**config.mk**
```make
export PLATFORM = sky130hd
export DESIGN_NAME = serial_magnitude_comparator
export DESIGN_NICKNAME = d
export VERILOG_FILES = /design/src/rtl/serial_magnitude_comparator.sv
export SDC_FILE = /design/constraint.sdc
export NUM_CORES = 1
export LEC_CHECK = 0
export ABC_AREA = 1
export CORE_MARGIN = 4
export CORE_UTILIZATION = 46
export CTS_BUF_LIST = sky130_fd_sc_hd__clkbuf_8 sky130_fd_sc_hd__clkbuf_16
export DETAILED_ROUTE_END_ITERATION = 8
export GPL_ROUTABILITY_DRIVEN = 1
export PLACE_DENSITY = 0.78
export SLEW_MARGIN = 20
export SYNTH_ARGS = -nofsm -noshare
export SYNTH_HDL_FRONTEND = slang
export SYNTH_SLANG_ARGS = --single-unit
```
**constraint.sdc**
```tcl
create_clock -name clk_in -period 1.75 [get_ports clk_in]
set_input_delay 0.35 -clock clk_in [delete_from_list [all_inputs] [get_ports clk_in]]
set_output_delay 0.35 -clock clk_in [all_outputs]
set_load 0.01 [all_outputs]
```
**src/rtl/serial_magnitude_comparator.sv**
```systemverilog
// Bit-serial WIDTH-bit magnitude compare fed MSB first by a 1-bit comparator.
// Optional early finish on the first deciding bit: SERIAL_CMP_EARLY_DONE_EN.
module serial_magnitude_comparator #(
  parameter int WIDTH = 8,
  parameter int CW    = $clog2(WIDTH + 1)
) (
  input  logic          clk_in,
  input  logic          rst_in,
  input  logic          start_in,
  input  logic          bit_valid_in,
  input  logic          g_in,
  input  logic          l_in,
  input  logic          eq_in,
  output logic          busy_out,
  output logic          done_out,
  output logic          g_out,
  output logic          l_out,
  output logic          eq_out,
  output logic          err_out,
  output logic [CW-1:0] bit_cnt_out
);

  typedef enum logic [1:0] {
    IDLE,
    RUN,
    DONE
  } state_t;

  state_t        state;
  state_t        state_nx;
  logic          g_q;
  logic          l_q;
  logic          eq_q;
  logic          err_q;
  logic          dec_q;
  logic          busy_q;
  logic          done_q;
  logic [CW-1:0] cnt_q;

  logic          g_nx;
  logic          l_nx;
  logic          eq_nx;
  logic          err_nx;
  logic          dec_nx;
  logic [CW-1:0] cnt_nx;

  logic          legal;
  logic          bit_g;
  logic          bit_l;
  logic          last_bit;
  logic          decide;

  // per-bit decode: an illegal encoding counts as an equal bit
  always_comb begin
    legal = 1'b0;
    unique case ({g_in, l_in, eq_in})
      3'b100,
      3'b010,
      3'b001:  legal = 1'b1;
      default: legal = 1'b0;
    endcase
    bit_g    = legal && g_in;
    bit_l    = legal && l_in;
    last_bit = (cnt_q == CW'(WIDTH - 1));
    decide   = !dec_q && (bit_g || bit_l);
  end

  // next state and next result registers
  always_comb begin
    state_nx = state;
    g_nx     = g_q;
    l_nx     = l_q;
    eq_nx    = eq_q;
    err_nx   = err_q;
    dec_nx   = dec_q;
    cnt_nx   = cnt_q;
    unique case (state)
      IDLE: begin
        if (start_in) begin
          state_nx = RUN;
          g_nx     = 1'b0;
          l_nx     = 1'b0;
          eq_nx    = 1'b0;
          err_nx   = 1'b0;
          dec_nx   = 1'b0;
          cnt_nx   = '0;
        end
      end
      RUN: begin
        if (bit_valid_in) begin
          if (cnt_q != CW'(WIDTH))
            cnt_nx = cnt_q + CW'(1);
          if (!legal)
            err_nx = 1'b1;
          if (decide) begin
            dec_nx = 1'b1;
            g_nx   = bit_g;
            l_nx   = bit_l;
          end
          if (last_bit) begin
            state_nx = DONE;
            if (!dec_q && !decide)
              eq_nx = 1'b1;
          end
`ifdef SERIAL_CMP_EARLY_DONE_EN
          if (decide)
            state_nx = DONE;
`endif
        end
      end
      DONE: begin
        state_nx = IDLE;
      end
      default: begin
        state_nx = IDLE;
      end
    endcase
  end

  // state and output registers, synchronous reset wins over everything
  always_ff @(posedge clk_in) begin
    if (rst_in) begin
      state  <= IDLE;
      g_q    <= 1'b0;
      l_q    <= 1'b0;
      eq_q   <= 1'b0;
      err_q  <= 1'b0;
      dec_q  <= 1'b0;
      cnt_q  <= '0;
      busy_q <= 1'b0;
      done_q <= 1'b0;
    end else begin
      state  <= state_nx;
      g_q    <= g_nx;
      l_q    <= l_nx;
      eq_q   <= eq_nx;
      err_q  <= err_nx;
      dec_q  <= dec_nx;
      cnt_q  <= cnt_nx;
      busy_q <= (state_nx == RUN);
      done_q <= (state_nx == DONE);
    end
  end

  assign busy_out    = busy_q;
  assign done_out    = done_q;
  assign g_out       = g_q;
  assign l_out       = l_q;
  assign eq_out      = eq_q;
  assign err_out     = err_q;
  assign bit_cnt_out = cnt_q;

endmodule

```
==> run_results.csv <==
group,metric,value,unit
worst_setup_path,crit_path_top_delay_cell,"clkdlybuf4s50_1",
synthesis,synthesis.area,689,sq um
clock_network,holdBufCountCts,0,
die,die_h,46.7,um
clock_network,cts_setup_buffers,0,
placement,portBuffers,16,
worst_setup_path,crit_fanout,7,
worst_setup_path,crit_family,"buffers and inverters",
clock_network,cts_tree,"done",
placement,gp_congestion,0.812,
worst_setup_path,reg2reg_from,"bit_cnt_out[0]",
worst_setup_path,crit_type,"reg -> out",
synthesis,yosys_warnings,0,
sta,slew_headroom,81.4,%
cells_and_area,final_util,67.9,%
die,die_w,46.7,um
sta,fin_crit_sh,93.5,%
sta,slew_violations,0,
worst_setup_path,critPathMaxStageDelay,590,ps
synthesis,synth-main-ff-cell,"dfxtp_1",
die,start_util,51.1,%
global_route,grtUsageMet1,21.2,%
global_route,grt_pass1_vias,602,
worst_setup_path,worstPathCellList,"clkdlybuf4s50_1",
cells_and_area,fill_cells,123,
synthesis,yosysTopAreaCell,"dfxtp_1",
worst_setup_path,worstReg2RegEnd,"bit_cnt_out[2]",
synthesis,synth.ff_latch_count,13,
synthesis,yosysUniqueCellTypes,22,
cells_and_area,ff_latch_area,260,sq um
worst_setup_path,critical_path_arrival,1290,ps
clock_network,root_buffer,"clkbuf_8",
synthesis,synth_common_cells,"nand2_1, dfxtp_1, inv_1",
synthesis,synth.most_common_cell,"nand2_1",
synthesis,async_flop_share,0,%
sta,setup_viol,0,
power,ir_drop,516,uV
global_route,antenna_found_initial,0,
worst_setup_path,worstSetupStartpointType,"flop",
sta,worst_slew_pin_slew,278,ps
clock_network,cts_buffers,3,
cells_and_area,antenna_cells,0,
synthesis,netlist.area_leader.share,37.7,%
route,avgRoutedWirePerCell,11.5,um
job,cap_violations,0,
worst_setup_path,crit_required,1400,ps
die,num_io_pins,17,
global_route,grt_pass1_wl,2520,um
route,finalWirelength,1540,um
worst_setup_path,r2r_slack,310,ps
route,drc,0,
worst_hold_path,worstHoldStart,"eq_out",
clock_network,cts.sinks,13,
synthesis,seq_area_frac_synth,37.7,%
worst_setup_path,path_buf_inv,1,
power,leakage,0.396,nW
cells_and_area,multi_input_area,365,sq um
worst_setup_path,worstSetupEndpointType,"output port",
global_route,top_usage_layer,"met2",
route,via_per_inst,5.13,
route,vias,687,
cells_and_area,drive_gt1_share,12.6,%
worst_setup_path,reg2reg_depth,9,
worst_hold_path,hold_path_class,"reg -> reg",
synthesis,syn_inst,99,
sta,fin_crit,1640,ps
worst_hold_path,whs_endpoint,"eq_out",
route,detail-route-antenna-nets,0,
route,dr.pass1.iters,4,
die,rows,13,
worst_hold_path,holdPathStages,2,
placement,place_hpwl,1240,um
run_status,outcome,"finished, final reports clean",
sta,rsz0062_at_grt,"no",
clock_network,cts.reportedPaths.clkPinSlew,60,ps
cells_and_area,syn_to_final_growth,33.0,%
synthesis,synth_edf_count,0,
die,coreArea,1350,sq um
clock_network,postCtsResizedCells,0,
cells_and_area,final_nets,129,
global_route,use_met3,2.34,%
global_route,met2_usage,25.5,%
synthesis,avgSynthCellArea,6.96,sq um
power,power,0.000708,W
power,p_per_area,772,nW/um^2
sta,clock.fmax,0.611,GHz
sta,fin_setup_tns,0,ps
sta,hold_violations,0,
die,die-area,2180,sq um
global_route,grt_overflow,0,
clock_network,htree_levels,1,
clock_network,clock_latency,250,ps
global_route,grt.total_usage,17.0,%
global_route,grt_max_degree,8,
synthesis,synth_nets,108,
clock_network,cts_buffer_depth,2,
synthesis,synth.area.top_cells,"dfxtp_1, nand2_1, inv_1",
route,first_iter_violations,9,
sta,fin_skew,6.86,ps
worst_setup_path,startpoint,"bit_cnt_out[2]",
[metrics by stage]
step / setup WS (ps) / hold slack, ps / instances / area (sq um)
floorplan: 441 / 452 / 99 / 689
global placement: 158 / 440 / 130 / 872
detailed placement: 157 / 448 / 130 / 872
CTS: 108 / 456 / 134 / 917
global route: 63.6 / 478 / 134 / 917
finish: 113 / 451 / 134 / 917
[per-layer routing]
layer  vias to the layer above  part of all wire (%)
met4                         0                   3.4
li1                        353                     -
met2                        20                    48
met3                         5                   5.1
met1                       309                    44
met5                         -                     0
[registers in the layout, summed over array words and instances, names as in the netlist]
signal / cells
err_out: 1
g_out: 1
busy_out: 1
eq_out: 1
state: 2
bit_cnt_out: 4
l_out: 1
done_out: 1
dec_q: 1
[cell type report]
class | instances | share of cell area [%]
flip-flops and latches | 13 | 28.4
clock inverters | 1 | 0.409
inverters | 16 | 6.55
repair buffers | 17 | 18.3
multi-input cells | 69 | 39.8
clock buffers | 3 | 4.50
well taps | 15 | 2.05
[worst max path at each step]
stage / cells past startpoint / endpoint / slack, ps
detailed placement: 7 / g_out / 160
global route: 1 / bit_cnt_out[2] / 60
CTS: 1 / bit_cnt_out[2] / 110
global placement: 7 / g_out / 160
finish: 1 / bit_cnt_out[2] / 110
floorplan: 10 / bit_cnt_out[1] / 440
[logic make-up after synthesis]
logic type | after synthesis | synth area share [%]
and+or+nand+nor | 54 | 36.8
adders and majority gates | 2 | 3.63
xor gates and xnor gates | 1 | 1.27
AOI/OAI and AO/OA | 12 | 11.3
buffers and inverters | 17 | 9.26
DFF | 13 | 37.7
[cell usage in the layout (no fill, tap or decap), drive strengths merged]
cell and n:
nor2 15, nand2 28, a21boi 1, o22ai 1, clkinv 1, ha 2
a21oi 8, xnor2 1, nand3 5, clkdlybuf4s50 16, inv 16, nand4 4
clkbuf 3, nor3 2, dfxtp 13, o21ai 2, buf 1
[power breakdown]
part,leakage (nW),internal (W),total [W],switching (W)
Sequential,0.106,0.000308,0.000320,0.0000116
Combinational,0.263,0.0000542,0.000123,0.0000687
Clock,0.0269,0.000155,0.000265,0.000110
Note: power is estimated with default switching activity, not from simulation.
